[src/rtl/nibble_serial_addsub.sv]
// Nibble-serial adder/subtractor: one 4-bit slice per cycle, LSB slice first,
// behind valid/ready handshakes on both the operand and the result side.
module nibble_serial_addsub #(
  parameter int NIBBLES = 4
) (
  input  logic                   clk,
  input  logic                   rst_n,
  input  logic                   in_valid,
  output logic                   in_ready,
  input  logic [4*NIBBLES-1:0]   a,
  input  logic [4*NIBBLES-1:0]   b,
  input  logic                   mode,
  input  logic                   cin,
  output logic                   out_valid,
  input  logic                   out_ready,
  output logic [4*NIBBLES-1:0]   s,
  output logic                   cout,
  output logic                   ovf,
  output logic                   busy
);

  localparam int DATA_W = 4 * NIBBLES;
  localparam int CNT_W  = (NIBBLES > 1) ? $clog2(NIBBLES) : 1;

  typedef enum logic [1:0] {IDLE, RUN, DONE} state_t;

  state_t              state, state_nxt;
  logic [DATA_W-1:0]   a_p0, b_p0;
  logic                mode_p0;
  logic                carry_p0;
  logic [CNT_W-1:0]    cnt_p0;
  logic                accept;
  logic                last_slice;
  logic [3:0]          a_sl, b_sl;
  logic [5:0]          slice_res;

  // Returns {carry into slice MSB, carry out, 4-bit sum}.
  function automatic logic [5:0] slice_add(input logic [3:0] x, input logic [3:0] y,
                                           input logic c);
    logic [3:0] lo;
    logic [4:0] full;
    lo   = {1'b0, x[2:0]} + {1'b0, y[2:0]} + {3'b000, c};
    full = {1'b0, x} + {1'b0, y} + {4'b0000, c};
    return {lo[3], full};
  endfunction

  assign in_ready   = (state == IDLE);
  assign out_valid  = (state == DONE);
  assign busy       = (state == RUN);
  assign accept     = in_valid && in_ready;
  assign last_slice = (cnt_p0 == CNT_W'(NIBBLES - 1));

  assign a_sl      = a_p0[{cnt_p0, 2'b00} +: 4];
  assign b_sl      = mode_p0 ? ~b_p0[{cnt_p0, 2'b00} +: 4] : b_p0[{cnt_p0, 2'b00} +: 4];
  assign slice_res = slice_add(a_sl, b_sl, carry_p0);

  always_comb begin
    state_nxt = state;
    case (state)
      IDLE:    if (in_valid) state_nxt = RUN;
      RUN:     if (last_slice) state_nxt = DONE;
      DONE:    if (out_ready) state_nxt = IDLE;
      default: state_nxt = IDLE;
    endcase
  end

  always_ff @(posedge clk or negedge rst_n) begin
    if (!rst_n) state <= IDLE;
    else        state <= state_nxt;
  end

  // Stage p0: operand capture on accept; operands are frozen until the next accept.
  always_ff @(posedge clk) begin
    if (accept) begin
      a_p0    <= a;
      b_p0    <= b;
      mode_p0 <= mode;
    end
  end

  // Stage p1: serial slice datapath writing the result in place.
  always_ff @(posedge clk or negedge rst_n) begin
    if (!rst_n) begin
      s        <= '0;
      cout     <= 1'b0;
      ovf      <= 1'b0;
      carry_p0 <= 1'b0;
      cnt_p0   <= '0;
    end else if (accept) begin
      carry_p0 <= mode ? 1'b1 : cin;
      cnt_p0   <= '0;
    end else if (state == RUN) begin
      s[{cnt_p0, 2'b00} +: 4] <= slice_res[3:0];
      carry_p0                <= slice_res[4];
      cnt_p0                  <= last_slice ? '0 : cnt_p0 + 1'b1;
      if (last_slice) begin
        cout <= slice_res[4];
        ovf  <= slice_res[5] ^ slice_res[4];
      end
    end
  end

endmodule

[config.mk]
export PLATFORM = sky130hd
export DESIGN_NAME = nibble_serial_addsub
export DESIGN_NICKNAME = d
export VERILOG_FILES = /design/src/rtl/nibble_serial_addsub.sv
export SDC_FILE = /design/constraint.sdc
export NUM_CORES = 1
export LEC_CHECK = 0
export ABC_AREA = 1
export BUFFER_PORTS_ARGS = -buffer_cell sky130_fd_sc_hd__buf_2
export CORE_MARGIN = 4
export CORE_UTILIZATION = 48
export CTS_CLUSTER_DIAMETER = 120
export CTS_CLUSTER_SIZE = 25
export DETAILED_ROUTE_END_ITERATION = 10
export GPL_ROUTABILITY_DRIVEN = 0
export PLACE_DENSITY = 0.75
export SYNTH_ARGS = -nofsm -noshare
export SYNTH_HDL_FRONTEND = slang
export SYNTH_SLANG_ARGS = --single-unit
export TNS_END_PERCENT = 10
[constraint.sdc]
create_clock -name clk -period 2.31 [get_ports clk]
set_clock_uncertainty 0.15 [all_clocks]
set_input_delay 0.231 -clock clk [delete_from_list [all_inputs] [get_ports clk]]
set_output_delay 0.231 -clock clk [all_outputs]
set_load 0.05 [all_outputs]
* Word-level counts from Yosys, hierarchy flattened
Cells that the tools add are included.
Operators by class: bitwise operators 3, equality and inequality tests 6, add/sub/neg operators 6, reduce and logical (&&, ||, !) cells 6, shift-type cells 4, muxes and demuxes 12
Operator list (count):
- 16-bit by 5-bit indexed part select with 4-bit output | 2
- 16-bit bitwise mux | 1
- 4-bit by 6-bit variable shift with 16-bit output (first input constant) | 1
- 4-bit by 6-bit indexed part select with 16-bit output | 1
- 2-bit 2-to-1 mux | 6
- 4-bit negator with 6-bit output | 1
- 2-bit case mux with 3 select lines | 1
- 3-bit AND reduction | 2
- 4-bit by 4-bit adder with 5-bit output | 1
- 5-bit by 1-bit adder with 5-bit output | 1
- 3-bit by 3-bit adder with 4-bit output | 1
- 4-bit by 1-bit adder with 4-bit output | 1
- 2-bit == test (second input constant) | 2
- 4-bit 2-to-1 mux | 1
- 2-bit by 1-bit inequality test with 1-bit output (second input constant) | 2
- 4-bit NOT | 1
- 1-bit 2-to-1 mux | 3
- 2-bit by 1-bit adder with 2-bit output (second input constant) | 1
- 2-bit by 1-bit == test with 1-bit output (second input constant) | 1
- 2-bit logical NOT | 1
- 2-bit inequality test (second input constant) | 1
- 2-bit AND reduction | 1
- 2-bit nonzero test | 1
- 1-bit logical AND | 1
- other kinds (2) | 2
Storage, ports and cells: output and inout port bits 21, flip-flop bits (word level) 56, input bits 38, word-level logic and storage cells 46

* Logic depth before layout (Yosys ltp)
Gate-level depths: netlist (run 1).
depth after elaboration 7, depth in mapped cells 16, gate-level depth less buffers 14

* Worst setup path before layout (run 1)
Ideal clock, no wire load.
path kind register -> register, start point register state[0], end point register a_p0[0], enable pin, library setup time 388 ps, arrival time 2087 ps, period minus slack after synthesis 2625 ps, data required time 1772 ps, buffers on the path 0, slack -315 ps, stages on the path, launching flop included 4, cell sequence dfrtp_1 > nor2_1 > nand2_1 > inv_1
On the way: longest elaborated chain between the ends 2
Ends and longest elaborated chain:
- from (decl) | line 27 | state_t state, state_nxt;
- from (signal assigned) | line 69 | else state <= state_nxt;
- 2-bit logical NOT | line 47 | assign in_ready = (state == IDLE);
- net in_ready | line 9 | output logic in_ready,
- 1-bit logical AND | line 50 | assign accept = in_valid && in_ready;
- net accept | line 32 | logic accept;
- to (signal assigned) | line 75 | a_p0 <= a;
- to (decl) | line 28 | logic [DATA_W-1:0] a_p0, b_p0;
The timed path passes the listed nets, and every way through them passes these cells. A chain may end at the register's enable or synchronous reset.

* Worst setup path after layout (run 1)
start point register cnt_p0[0], end point register ovf
On the way: longest elaborated chain between the ends 6, elaborated cells between the ends (all ways) 11, classes of those cells add/sub (4); eq/ne (1); shift (2); mux (1); bitwise (2); reduce/logical (1)
Ends and longest elaborated chain:
- from (decl) | line 31 | logic [CNT_W-1:0] cnt_p0;
- from (signal assigned) | line 95 | cnt_p0 <= last_slice ? '0 : cnt_p0 + 1'b1;
- 16-bit by 5-bit indexed part select with 4-bit output | line 54 | assign b_sl = mode_p0 ? ~b_p0[{cnt_p0, 2'b00} +: 4] : b_p0[{cnt_p0, 2'b00} +: 4];
- 4-bit NOT | line 54
- 4-bit 2-to-1 mux | line 54
- 4-bit by 4-bit adder with 5-bit output / 3-bit by 3-bit adder with 4-bit output (equally long branches) | line 43, 42
- 5-bit by 1-bit adder with 5-bit output / 4-bit by 1-bit adder with 4-bit output (equally long branches) | line 43, 42
- 1-bit bitwise XOR | line 98 | ovf <= slice_res[5] ^ slice_res[4];
- to (signal assigned) | line 98
- to (decl) | line 18 | output logic ovf,
Parallel ways exist; a longest one is shown, timed or not.

==> qor.csv, run 1 <==
metric,value,unit
yosysWarnings,0,
std_cell_rows,26,
cts_sinks,56,
antenna_left,0,
synth_area,2570,um2
max_stage_delay,0.47,ns
numPortBuffers,58,
design_area,3660,um2
mappedNetlistNets,280,
criticalPathCategory,reg -> reg,
worstRegToRegCells,14,
drc_errors,0,
period_needed,2.48,ns
use_met3,0.0466,
synth_top_area_frac,0.386,
fin_ws,-0.165,ns
syn_inst,231,
dp_cells,368,
ir_worst_vdd,0.000739,V
cap_violations,0,
relSlewSlack,0.539,
postLayoutCoreUtil,0.712,
dieArea,6590,um2
cp.required,2.40,ns
clock-root-buffer,clkbuf_8,
path_cells,buf_6 > nand2_2 > nand3_2 > nand2_2 > xor2_2 > fa_2 > fa_2 > inv_1 > nand2_1 > nand2_1 > nand2_2 > nand3_4 > nor2_2 > a21oi_1,
synth.distinct_cells,30,
ys.flop_type,edfxtp_1,
ff2ff_setup_slack,-0.17,ns
worst_setup_path_start_kind,register,
synth_edf_count,33,
grt_usage,0.199,
drt_wl_total,6190,um
min_path_cells,3,
htree_levels,2,
hold_path_class,in -> reg,
synthTopCellsByArea,"edfxtp_1 (39%), dfrtp_1 (22%), nand2_1 (7.4%)",
crit_slowest_cell,dfrtp_2,
post_drt_wl_per_cell,14.7,um
cts_tree,built,
rr_endpoint,ovf,
hold_end,state[0],
p_leak,1.68,nW
dpl_cell_area,3020,um2
cts-buffers-inserted,5,
hold_viol,0,
worstSkewPairLatency,0.32,ns
synth_top_cell_by_area,edfxtp_1,
worstMarginPinSlew,0.689,ns
fp.dieW,81.2,um
nets,399,
grt_max_degree,35,
initial_utilization,0.500,
crit_arrival,2.56,ns
min_from,in_valid,
grt_use_met2,0.369,
yosysSeqAreaShare,0.610,
grt_setup_unrepaired,yes,
path_clk_slew,0.11,ns
cp_max_fo,4,
fin_crit_sh,1.07,
final_cells,421,
clock_path_buffers,2,
syn2layout_area_growth,42.4,%
die_y,81.2,um
fp.coreArea,5140,um2
antenna_found_initial,0,
synth-seq-cells,56,
crit_top_cell,nand2_2,
syn_area_per_cell,11.1,um2
grt.busiest_layer,met2,
endpoint_kind,register,
viasPerCell,4.98,
p_per_area,1510,nW/um2
grt.overflow.total,0,
grt_pass1_vias,2155,
dr.pass1.iters,4,
drive_above_1_share,0.385,
dr_total_vias,2097,
met1_usage,0.227,
outcome,"finished, violations left",
n_antenna_cell,0,
grt_pass1_wl,9990,um
dp_hpwl,3860,um
violations,setup timing,
finalSetupViolCount,14,
io_pins,59,
yosys.cell_count.top_type,nand2_1,
fmax,404,MHz
maxSlewViolCount,0,
reg2reg_from,cnt_p0[0],
yosys-top-cells-count,"nand2_1 (51), edfxtp_1 (33), dfrtp_1 (23), inv_1 (16)",
first_iter_violations,115,
synth_async_sr_flop_share,0.411,
==> layout by cell type (no fill, tap or decap), types with 2 or more instances in the layout <==
| master | synthesis | layout |
|---|---|---|
| or2_2 | 2 | 2 |
| nor2_2 | 2 | 5 |
| ha_1 | 9 | 9 |
| o31ai_2 | 0 | 2 |
| a21oi_1 | 4 | 3 |
| inv_6 | 0 | 2 |
| nand3_2 | 1 | 2 |
| buf_2 | 3 | 58 |
| nand2_4 | 2 | 2 |
| dfrtp_1 | 23 | 22 |
| nand3_4 | 1 | 2 |
| buf_8 | 0 | 2 |
| xor2_2 | 0 | 3 |
| o21ai_0 | 13 | 13 |
| edfxtp_1 | 33 | 33 |
| buf_4 | 0 | 19 |
| inv_1 | 16 | 15 |
| nand3_1 | 12 | 10 |
| nand2_2 | 2 | 10 |
| o31ai_1 | 4 | 2 |
| o21a_1 | 2 | 2 |
| nand2_1 | 51 | 43 |
| nand4_1 | 2 | 2 |
| buf_6 | 3 | 4 |
| o22ai_1 | 3 | 3 |
| xor2_1 | 5 | 2 |
| fa_2 | 0 | 2 |
| nor2_1 | 12 | 9 |
| dlygate4sd3_1 | 0 | 35 |
| inv_2 | 5 | 5 |
| clkbuf_8 | 0 | 5 |
| clkinv_4 | 0 | 2 |
| o21ai_1 | 13 | 12 |
==> layout make-up <==
| cell class | count | area (um2) |
|---|---|---|
| Clock buffer | 5 | 68.8 |
| Clock inverter | 3 | 26.3 |
| Fill cell | 379 | 1480 |
| Inverter | 23 | 97.6 |
| Multi-Input combinational cell | 146 | 953 |
| Sequential cell | 56 | 1570 |
| Tap cell | 70 | 87.6 |
| Timing Repair Buffer | 118 | 858 |
==> where the power goes <==
| group | switching, mW | internal [mW] | leakage, nW |
|---|---|---|---|
| registers | 0.131 | 1.36 | 0.611 |
| logic | 2.17 | 1.30 | 1.02 |
| clock network | 0.345 | 0.224 | 0.0491 |
| total | 2.65 | 2.89 | 1.68 |
==> how the worst max path moves through the flow <==
stage                         start     to  slack [ns]  cells past startpoint
final                     cnt_p0[0]    ovf       -0.17                     14
after global routing      cnt_p0[0]    ovf       -0.24                     14
after CTS                 cnt_p0[0]   s[6]       -0.03                     11
after detailed placement  cnt_p0[0]   s[6]       -0.16                     11
after global placement    cnt_p0[0]  s[14]       -0.06                     11
after floorplan           cnt_p0[0]  s[14]       -0.13                     13
==> sequential cells by signal, summed over array words and instances (netlist names) <==
| register | cells |
|---|---|
| a_p0 | 16 |
| b_p0 | 16 |
| s | 16 |
| cnt_p0 | 2 |
| state | 2 |
| carry_p0 | 1 |
| cout | 1 |
| mode_p0 | 1 |
| ovf | 1 |
==> routing by layer <==
layer / up-vias / routed length (um) / part of all wire
li1: 1020 / - / -
met1: 979 / 2360 / 0.38
met2: 88 / 3290 / 0.53
met3: 10 / 417 / 0.067
met4: 0 / 114 / 0.018
met5: - / 0 / 0
==> cell families after synthesis <==
logic type      synth area share
compound gates            0.0935
xor+xnor                  0.0170
fa+ha+maj                 0.0594
buf+inv                   0.0545
flops                      0.610
simple gates               0.166
==> critical path, delay by kind of cell, from the launching register on <==
family	cells	cell delay (ns)
compound gates	1	0.11
xor+xnor	1	0.08
fa+ha+maj	2	0.77
buf+inv	2	0.23
flops	1	0.47
simple gates	8	0.56
==> repair_timing <==
item / 4_1_cts / 5_1_grt
pin swaps: 2 / 11
buffers inserted: 8 / 2
endpoints found under the setup margin: 15 / 15
hold buffers: 35 / 0
resized for setup: 7 / 24
endpoints found under the hold margin: 57 / 0
==> per-stage QoR <==
| step | setup WS (ns) | power (mW) | hold slack, ns | TNS [ns] |
|---|---|---|---|---|
| 2_1_floorplan | -0.133 | 3.56 | -0.215 | -1.03 |
| 3_3_place_gp | -0.0649 | 4.29 | 0.0806 | -0.229 |
| 3_5_place_dp | -0.164 | 4.36 | 0.0880 | -0.945 |
| 4_1_cts | -0.0343 | 5.16 | 0.116 | -0.0611 |
| 5_1_grt | -0.241 | 5.92 | 0.161 | -2.30 |
| 6_report | -0.165 | 5.54 | 0.117 | -0.943 |
No activity file was read; power rests on OpenSTA's default activity.
==> run 2, diff against run 1 <==
==> constraint.sdc (replaced) <==
create_clock -name clk -period 2.31 [get_ports clk]
set_clock_uncertainty 0.15 [all_clocks]
set_input_delay 0.693 -clock clk [delete_from_list [all_inputs] [get_ports clk]]
set_output_delay 0.693 -clock clk [all_outputs]
set_load 0.05 [all_outputs]
==> run 2 against run 1 <==
  * The flow still finishes with violations (setup timing)
  * Final area down 12%
  * Combinational power down 13%
  * Utilization down 8.2 points
  * Total power down 3.0%
  * Critical path type unchanged
  * Largest power group unchanged
==> qor.csv, run 2 (synthesis results as in run 1) <==
metric,value,unit
first_iter_violations,67,
crit_arrival,2.45,ns
endpoint_kind,register,
maxSlewViolCount,0,
fin_crit_sh,1.03,
grt_pass1_wl,8220,um
finalSetupTns,-0.152,ns
viasPerCell,4.90,
hold_buffers,0,
area.sequential,1570,um2
grt_usage,0.166,
hold_viol,0,
grt_max_degree,35,
finalSetupViolCount,6,
drc_errors,0,
relSlewSlack,0.668,
layout_commonest_cell,buf_2,
grt_setup_unrepaired,yes,
outcome,"finished, violations left",
reg_top3,"a_p0 (16), b_p0 (16), s (16)",
antenna_left,0,
met1_usage,0.208,
grt.overflow.total,0,
cap_violations,0,
cts_sinks,56,
post_drt_wl_per_cell,13.0,um
num-fill-cells,430,
cts_tree,built,
cts-buffers-inserted,5,
final_cell_mix,"buf_2 (57), nand2_1 (48), edfxtp_1 (33)",
fp.dieW,81.2,um
n_antenna_cell,0,
clock_path_buffers,2,
drive_above_1_share,0.367,
fp.coreArea,5140,um2
std_cell_rows,26,
grt.busiest_layer,met2,
dieArea,6590,um2
numPortBuffers,58,
clock-root-buffer,clkbuf_8,
cp.required,2.39,ns
cp_max_fo,8,
grt_pass1_vias,1816,
multi_input_area,890,um2
place_ws,-0.177,ns
io_pins,59,
dp_hpwl,3810,um
nets,356,
die_y,81.2,um
fin_ws,-0.0610,ns
grt_use_met2,0.285,
criticalPathCategory,reg -> reg,
p_leak,1.50,nW
p_per_area,1660,nW/um2
ir_worst_vdd,0.000704,V
path_clk_slew,0.10,ns
fmax,422,MHz
drt_wl_total,4930,um
dr.pass1.iters,4,
syn2layout_area_growth,26.0,%
antenna_found_initial,0,
holdWs,0.190,ns
worst_setup_path_start_kind,register,
period_needed,2.37,ns
violations,setup timing,
worstMarginPinSlew,0.498,ns
initial_utilization,0.500,
use_met3,0.0377,
hold_path_class,in -> async,
worstSkewPairLatency,0.30,ns
dr_total_vias,1852,
htree_levels,2,
[run 2: cell types whose count changed in the layout (fill, tap and decap cells not counted), moves of 3 or more]
cell and change:
dlygate4sd3_1 -35, nand2_2 -5, nand2_1 +5, bufinv_16 +3
buf_6 -3, buf_4 -4
[run 2: path summary, 6_finish.rpt]
| kind | slack, ns | cells past startpoint | from | end |
|---|---|---|---|---|
| max in group asynchronous | 1.46 | 1 | rst_n | cnt_p0[0] |
| min in group clk | 0.34 | 2 | s[7] | s[7] |
| max | -0.06 | 11 | cnt_p0[0] | s[6] |
| min reg2reg | 0.34 | 2 | s[7] | s[7] |
| min | 0.19 | 1 | rst_n | s[11] |
| max reg2reg | -0.06 | 11 | cnt_p0[0] | s[6] |
[run 2: area by class of cell]
| class | instances | share of cell area |
|---|---|---|
| Timing Repair Buffer | 75 | 0.135 |
| Inverter | 23 | 0.0301 |
| Multi-Input combinational cell | 146 | 0.275 |
| Clock inverter | 3 | 0.0278 |
| Sequential cell | 56 | 0.484 |
| Tap cell | 70 | 0.0270 |
| Clock buffer | 5 | 0.0213 |
[run 2: what timing repair did]
action | 4_1_cts | 5_1_grt
endpoints found under the setup margin | 15 | 16
endpoints found under the hold margin | 0 | 0
buffers inserted | 1 | 0
pin swaps | 2 | 0
resized for setup | 4 | 6
[run 2: power by group]
part           internal, mW  total (mW)  switching (mW)
Sequential             1.36        1.49           0.137
Clock                 0.541       0.847           0.305
Combinational          1.08        3.03            1.95
[run 2: through the flow]
stage	instances	util	total power [mW]	area, um2
6_report	378	0.630	5.37	3240
5_1_grt	378	0.630	5.79	3240
4_1_cts	378	0.627	5.34	3220
3_5_place_dp	369	0.592	4.40	3040
3_3_place_gp	369	0.592	4.31	3040
2_1_floorplan	231	-	3.56	2580
[run 2: metal layers]
layer | part of all wire | up-vias
met5 | 0 | -
met4 | 0.013 | 0
met3 | 0.059 | 5
met2 | 0.52 | 50
met1 | 0.41 | 867
li1 | - | 930
[run 2: critical path, cell delays in order (launching register included)]
cell	delay, ns
dfrtp_2	0.49
inv_4	0.11
nand2_1	0.06
nand3_1	0.06
nand2_1	0.06
xor2_1	0.15
fa_2	0.36
fa_2	0.37
xor2_2	0.17
nor2_1	0.11
nand2_1	0.07
o21ai_1	0.13
==> run 3, diff against run 2 <==
Settings changed: ABC_AREA 1 to not set, CORE_UTILIZATION 48 to 23, PLACE_DENSITY 0.75 to 0.42.
==> run 3 against run 2 <==
  * The run still ends with setup timing left
  * Sequential share of layout area rose by 1.5 points
  * Synthesized area down 6.6%
  * Hold slack better by 0.018 ns
  * Register-to-register slack worse by 0.20 ns
  * Clock power shrank 24%
  * Final area decreased by 3.1%
  * Largest cell class unchanged
==> qor.csv, run 3 <==
metric,value,unit
synth_area,2400,um2
crit_arrival,2.61,ns
final_cells,379,
cp_max_fo,3,
reg_top3,"a_p0 (16), b_p0 (16), s (16)",
first_iter_violations,37,
cts_tree,built,
antenna_found_initial,0,
dr_total_vias,1515,
clock-root-buffer,clkbuf_8,
synth_top_cell_by_area,edfxtp_1,
drt_wl_total,5100,um
outcome,"finished, violations left",
layout_commonest_cell,buf_2,
finalSetupViolCount,15,
io_pins,59,
period_needed,2.57,ns
worstRegToRegCells,8,
relSlewSlack,0.649,
initial_utilization,0.235,
synth_top_area_frac,0.413,
critical_path.top_delay_family,adder cells,
hold_path_class,in -> async,
yosysWarnings,0,
synth_edf_count,33,
ys.flop_type,edfxtp_1,
hold_buffers,0,
die_y,110,um
p_per_area,1630,nW/um2
synth-seq-cells,56,
yosys-top-cells-count,"edfxtp_1 (33), dfrtp_1 (23), nand2_1 (20), o21ai_0 (14), inv_1 (10)",
grt.overflow.total,0,
cts_sinks,56,
htree_levels,2,
final_cell_mix,"buf_2 (58), edfxtp_1 (33), dfrtp_1 (23)",
dp_cells,371,
violations,setup timing,
path_cells,mux4_2 > xnor2_2 > fa_2 > fa_2 > nand2b_4 > a21oi_4 > xnor2_2 > o21ai_1,
worstMarginPinSlew,0.527,ns
dp_hpwl,4000,um
n_antenna_cell,0,
grt_max_degree,26,
syn_inst,164,
post-cts-setup-buffers,0,
clock_path_buffers,2,
mappedNetlistNets,213,
fin_ws,-0.257,ns
grt_usage,0.0902,
grt_pass1_wl,8150,um
postLayoutCoreUtil,0.307,
cp_num_buf_inv,0,
grt_setup_unrepaired,yes,
drc_errors,0,
worst_setup_path_start_kind,register,
dieArea,12100,um2
syn2layout_area_growth,30.6,%
dr.pass1.iters,4,
finalSetupTns,-2.09,ns
cap_violations,0,
criticalPathCategory,reg -> reg,
std_cell_rows,37,
grt_pass1_vias,1617,
drive_above_1_share,0.432,
finalPower,5.12,mW
yosys.cell_count.top_type,edfxtp_1,
nets,291,
hold_viol,0,
fp.dieW,110,um
path_depth,8,
cts-buffers-inserted,5,
synth.distinct_cells,32,
crit_slowest_cell,mux4_2,
yosysSeqAreaShare,0.652,
antenna_left,0,
maxSlewViolCount,0,
fp.coreArea,10200,um2
ir_worst_vdd,0.000493,V
cp.required,2.35,ns
numPortBuffers,58,
fin_crit_sh,1.11,
max_stage_delay,0.54,ns
syn_area_per_cell,14.6,um2
p_leak,1.38,nW
endpoint_kind,register,
synth_async_sr_flop_share,0.411,
path_clk_slew,0.10,ns
fmax,390,MHz
worstSkewPairLatency,0.31,ns
viasPerCell,4.00,
synthTopCellsByArea,"edfxtp_1 (41%), dfrtp_1 (24%), mux4_2 (5.6%)",
post_drt_wl_per_cell,13.5,um
-- run 3: cell types whose count changed in the layout (fill, tap and decap cells not counted), moves of 4 or more --
cell / delta
nand2_1: -28
nand3_1: -8
mux4_2: +7
inv_1: -5
inv_2: -5
o21ai_1: -6
nand2_2: -5
o21ai_0: -6
nor2_1: -4
-- run 3: final timing paths --
path,from,to,slack (ns)
setup / recovery,cnt_p0[0],ovf,-0.26
hold / removal,rst_n,state[1],0.21
setup reg to reg,cnt_p0[0],ovf,-0.26
hold reg to reg,s[0],s[0],0.33
max in group asynchronous,rst_n,cnt_p0[0],1.45
min in group clk,s[0],s[0],0.33
-- run 3: cell families after synthesis --
family,Yosys count,synth area share
AND/OR/NAND/NOR,40,0.0777
AO/OA/AOI/OAI,26,0.0651
XOR/XNOR,7,0.0255
flip-flops,56,0.652
adder cells (fa/ha/maj),11,0.0636
multiplexers,9,0.0829
buffers and inverters,15,0.0328
-- run 3: metal layers --
metal,routed length (um),GRT usage,up-vias
li1,-,-,746
met5,0,0,-
met2,2490,0.154,49
met1,2240,0.113,715
met4,48,0.0237,0
met3,329,0.0233,5
-- run 3: worst register-to-register path: stages (launching register included) --
cell and delay (ns):
dfrtp_1 0.39, mux4_2 0.54, xnor2_2 0.16, fa_2 0.36, fa_2 0.36, nand2b_4 0.15
a21oi_4 0.16, xnor2_2 0.13, o21ai_1 0.07
-- run 3: timing repair --
| item | 4_1_cts | 5_1_grt |
|---|---|---|
| endpoints found under the setup margin | 15 | 15 |
| gates resized for setup | 12 | 3 |
| pin swaps | 5 | 2 |
-- run 3: power by group --
part / internal [mW] / switching (mW) / total [mW]
Sequential: 1.36 / 0.111 / 1.47
Clock: 0.328 / 0.315 / 0.643
Combinational: 1.16 / 1.84 / 3.01
-- run 3: cell type report --
class / count / area [um2]
fill: 1059 / 7090
clock buffer: 6 / 72.6
tap: 136 / 170
inverter: 11 / 43.8
multi-input combinational: 93 / 823
clock inverter: 2 / 38.8
timing repair buffer: 75 / 422
sequential: 56 / 1570
-- run 3: metrics by stage --
step	instance area (um2)	hold slack, ns	setup WS (ns)
2_1_floorplan	2430	0.247	-0.376
3_5_place_dp	2980	0.315	-0.310
4_1_cts	3120	0.227	-0.304
6_report	3140	0.207	-0.257
3_3_place_gp	2980	0.310	-0.262
5_1_grt	3140	0.247	-0.363
